===== src/rtl/cic_decim_iq.sv =====
// Multi-stage CIC decimator for packed {I,Q} baseband samples; two identical channels.
// Define CIC_DECIM_ROUND_EN for round-half-up output with positive saturation.
module cic_decim_iq #(
    parameter int IN_W   = 24,
    parameter int OUT_W  = 24,
    parameter int STAGES = 3,
    parameter int DEC    = 8
) (
    input  logic                 clk_i,
    input  logic                 rst_ni,
    input  logic [2*IN_W-1:0]    data_i,
    output logic [2*OUT_W-1:0]   data_o,
    output logic                 valid_o
);
    localparam int PH_W  = $clog2(DEC);
    localparam int ACC_W = IN_W + STAGES * PH_W;
    localparam int DROP  = ACC_W - OUT_W;

    logic [PH_W-1:0]    phase;
    logic               strobe;
    logic [2*OUT_W-1:0] y_all;

    assign strobe = (phase == PH_W'(DEC - 1));

    always_ff @(posedge clk_i or negedge rst_ni) begin
        if (!rst_ni) begin
            phase <= '0;
        end else begin
            phase <= phase + PH_W'(1);
        end
    end

    // Channel 0 is Q (low half), channel 1 is I (high half).
    for (genvar ch = 0; ch < 2; ch++) begin : g_chan
        logic [ACC_W-1:0] x_ext;
        logic [ACC_W-1:0] integ   [STAGES];
        logic [ACC_W-1:0] dly     [STAGES];
        logic [ACC_W-1:0] comb_in [STAGES];
        logic [ACC_W-1:0] comb_out;
        logic [OUT_W-1:0] y;

        assign x_ext = {{(ACC_W-IN_W){data_i[ch*IN_W + IN_W - 1]}}, data_i[ch*IN_W +: IN_W]};

        always_ff @(posedge clk_i or negedge rst_ni) begin
            if (!rst_ni) begin
                for (int k = 0; k < STAGES; k++) begin
                    integ[k] <= '0;
                end
            end else begin
                integ[0] <= integ[0] + x_ext;
                for (int k = 1; k < STAGES; k++) begin
                    integ[k] <= integ[k] + integ[k-1];
                end
            end
        end

        always_comb begin
            comb_out = integ[STAGES-1];
            for (int k = 0; k < STAGES; k++) begin
                comb_in[k] = comb_out;
                comb_out   = comb_out - dly[k];
            end
        end

        always_ff @(posedge clk_i or negedge rst_ni) begin
            if (!rst_ni) begin
                for (int k = 0; k < STAGES; k++) begin
                    dly[k] <= '0;
                end
            end else if (strobe) begin
                for (int k = 0; k < STAGES; k++) begin
                    dly[k] <= comb_in[k];
                end
            end
        end

`ifdef CIC_DECIM_ROUND_EN
        // Widen by one bit so a positive carry out of the rounding add can be caught.
        localparam logic [ACC_W:0] HALF = (ACC_W+1)'(1) << (DROP - 1);
        logic [ACC_W:0] rsum;
        logic           unused_round;

        always_comb begin
            rsum = {comb_out[ACC_W-1], comb_out} + HALF;
            if (rsum[ACC_W] != rsum[ACC_W-1]) begin
                y = {1'b0, {(OUT_W-1){1'b1}}};
            end else begin
                y = rsum[ACC_W-1 -: OUT_W];
            end
        end

        assign unused_round = ^{rsum[ACC_W], rsum[DROP-1:0]};
`else
        logic unused_trunc;

        assign y            = comb_out[ACC_W-1 -: OUT_W];
        assign unused_trunc = ^comb_out[DROP-1:0];
`endif

        assign y_all[ch*OUT_W +: OUT_W] = y;
    end

    always_ff @(posedge clk_i or negedge rst_ni) begin
        if (!rst_ni) begin
            data_o  <= '0;
            valid_o <= 1'b0;
        end else begin
            valid_o <= strobe;
            if (strobe) begin
                data_o <= y_all;
            end
        end
    end

endmodule

===== config.mk =====
export PLATFORM = sky130hd
export DESIGN_NAME = cic_decim_iq
export DESIGN_NICKNAME = d
export VERILOG_FILES = /design/src/rtl/cic_decim_iq.sv
export SDC_FILE = /design/constraint.sdc
export NUM_CORES = 1
export LEC_CHECK = 0
export CAP_MARGIN = 20
export CORE_MARGIN = 4
export CORE_UTILIZATION = 60
export DETAILED_ROUTE_END_ITERATION = 7
export PLACE_DENSITY = 0.86
export SYNTH_ARGS = -nofsm -noshare
export SYNTH_HDL_FRONTEND = slang
export SYNTH_SLANG_ARGS = --single-unit

===== constraint.sdc =====
create_clock -name clk_i -period 16.7 [get_ports clk_i]
set_input_delay 3.34 -clock clk_i [delete_from_list [all_inputs] [get_ports clk_i]]
set_output_delay 3.34 -clock clk_i [all_outputs]
set_load 0.01 [all_outputs]

==> results_dict.tcl <==
set metrics [dict create \
    max_stage_delay_ns 0.57 \
    ff_latch_area_mm2 0.01121 \
    busiest_layer "met2" \
    ant_nets 0 \
    vias_per_cell 5.807 \
    die_h_um 236.7 \
    synth-edff-count 0 \
    synth_fp_nets 3887 \
    syn_avg_cell_area_um2 9.115 \
    tightest_slew_ns 1.036 \
    cp_max_fo 5 \
    maxCapViolCount 0 \
    synth_top_area_share_pct 35.72 \
    cpMostUsedCell "a21o_1" \
    grt_first_pass_wirelength_um 113400 \
    antenna_found_initial 0 \
    n_antenna_cell 0 \
    min_period_ns 7.244 \
    status "finished clean" \
    port_buffers 98 \
    setup_slack_ns 9.456 \
    die_x_um 236.7 \
    met3_usage_pct 3.436 \
    rsz0062_at_grt "false" \
    met1_usage_pct 31.30 \
    clkLatencyLatePin_ns 0.59 \
    drc 0 \
    nNetsFinal 3992 \
    synthesis.yosys.warnings 0 \
    rows 83 \
    hold_violations 0 \
    detailed_place.area_mm2 0.03311 \
    finalCritPeriodShare_pct 43.38 \
    synth_top_area_cell "dfrtp_1" \
    overflow 0 \
    core_region_area_mm2 0.05151 \
    dieArea_mm2 0.05603 \
    max_freq_mhz 138.0 \
    start_kind "register" \
    ctsResizeCount 0 \
    synthArstFlopShare_pct 100.0 \
    synth-seq-area-share_pct 35.72 \
    syn-instance-count 3443 \
    multi_input_area_mm2 0.01882 \
    vias 24760 \
    wire_per_inst_um 15.75 \
    synth-seq-cells 448 \
    drt_first_pass_iters 5 \
    cts_buffers 50 \
    end_kind "register" \
    place_hpwl_um 49210 \
    drive_gt1_share_pct 5.050 \
    slew_headroom_pct 30.93 \
    slowest_stage "a2111oi_1" \
    start_util_pct 60.93 \
    finalSetupTns_ns 0 \
    first_iter_violations 1595 \
    routed_wl_um 67140 \
    cts-root-buf "clkbuf_16" \
    synth_cell_types 78 \
    grt_start_max_net_pins 169 \
    design_area_mm2 0.03467 \
    cts_hold_buf 0 \
    arrival_ns 7.71 \
    worstSetupPathType "reg2reg" \
    grt_use_met2_pct 40.27 \
    gp_congestion 0.8884 \
    fin_skew_ns 0.01901 \
    synthTopCellsByArea "dfrtp_1, ha_1, xnor2_1" \
    clockBufferDepth 3 \
    cts_tree "done" \
    htreeDepth 2 \
    slew_viol_final 0 \
    hold_path_class "reg2reg" \
    track_usage_pct 23.54 \
    first_global_vias 24140 \
    cts_setup_buffers 0 \
    cts_sinks 448 \
    nFillCells 3883 \
    place_ws_ns 9.519 \
    pin_count 99 \
    synth_ff_type "dfrtp_1" \
    syn_area_mm2 0.03138 \
    cp_data_required_time_ns 17.17 \
    clk_pin_slew_worst_paths_ns 0.06 \
    setup_viol_count_final 0 \
    area_growth_pct 10.48 \
]
==> path summary, 6_finish.rpt <==
path / start / end / slack [ns] / cells past startpoint
hold reg to reg: phase[0] / phase[0] / 0.42 / 1
min in group asynchronous: rst_ni / g_chan[0].integ[72] / 2.73 / 1
max in group asynchronous: rst_ni / g_chan[1].dly[91] / 11.82 / 3
hold / removal: phase[0] / phase[0] / 0.42 / 1
setup / recovery: g_chan[0].comb_in[66] / data_o[20] / 9.46 / 33
setup reg to reg: g_chan[0].comb_in[66] / data_o[20] / 9.46 / 33
==> synth_stat cells (all sizes together), types with 17 or more instances <==
cell type    n
nand3       63
dfrtp      448
o21ai      323
nand2      310
a211oi      20
nand4       17
xor2       101
o21bai      42
mux2        56
xnor2      236
o21a        35
ha         384
clkbuf      40
and3        22
nor3        33
o31ai       18
o211ai      19
inv        310
a21o       173
nand2b      32
a21oi      305
or2         17
nor2b       51
a21boi      23
nor2       173
a31oi       33
==> cell type report <==
| class | instances | share of cell area (%) |
|---|---|---|
| repair buffers | 106 | 3.053 |
| well taps | 680 | 2.454 |
| multi-input cells | 2631 | 54.28 |
| clock buffers | 73 | 4.121 |
| inverters | 311 | 3.367 |
| flip-flops and latches | 448 | 32.33 |
| clock inverters | 15 | 0.3969 |
==> routing by layer <==
layer / part of all wire (%) / vias to the layer above
li1: - / 12350
met1: 45 / 11790
met2: 48 / 487
met3: 3.9 / 132
met4: 2.7 / 0
met5: 0 / -
==> per-stage QoR <==
step | util [%] | hold WS [ns] | cells
5_1_grt | 67.31 | 0.4451 | 4264
2_1_floorplan | - | 0.4006 | 3443
4_1_cts | 67.31 | 0.4342 | 4264
3_3_place_gp | 64.27 | 0.4161 | 4176
6_report | 67.31 | 0.4238 | 4264
3_5_place_dp | 64.27 | 0.4258 | 4176
==> layout by cell type (no fill, tap or decap), drive strengths merged, types with 18 or more instances in the layout <==
master and count:
o31ai 18, nand2b 32, nand3 63, o21ai 323
nor3 33, a21oi 305, a21o 173, o21bai 42
nor2 173, xnor2 236, xor2 101, ha 384
o21a 35, nand2 310, o211ai 19, a31oi 33
clkdlybuf4s50 97, and3 22, clkbuf 73, nor2b 51
inv 312, a211oi 20, mux2 56, a21boi 23
dfrtp 448
==> registers in the layout, indices dropped and copies added (netlist names) <==
name	cells
data_o	48
g_chan.comb_in	66
g_chan.dly	198
g_chan.integ	132
phase	3
valid_o	1
==> logic make-up after synthesis <==
family | Yosys count | synth area share [%]
compound gates | 1081 | 21.37
fa+ha+maj | 394 | 15.95
buf+inv | 364 | 4.354
simple gates | 760 | 11.06
mux | 58 | 2.073
xor+xnor | 338 | 9.477
flops | 448 | 35.72
==> worst max-delay path: cells and delay by family (launching register included) <==
kind,cells,cell delay (ns)
buf+inv,2,0.14
mux,1,0.26
compound gates,17,3.48
simple gates,6,1.21
flops,1,0.39
fa+ha+maj,4,1.24
xor+xnor,3,0.41
Power is left out: the tool's default activity adds up to more than one toggle a clock period on the data nets, which glitch-free logic cannot reach.
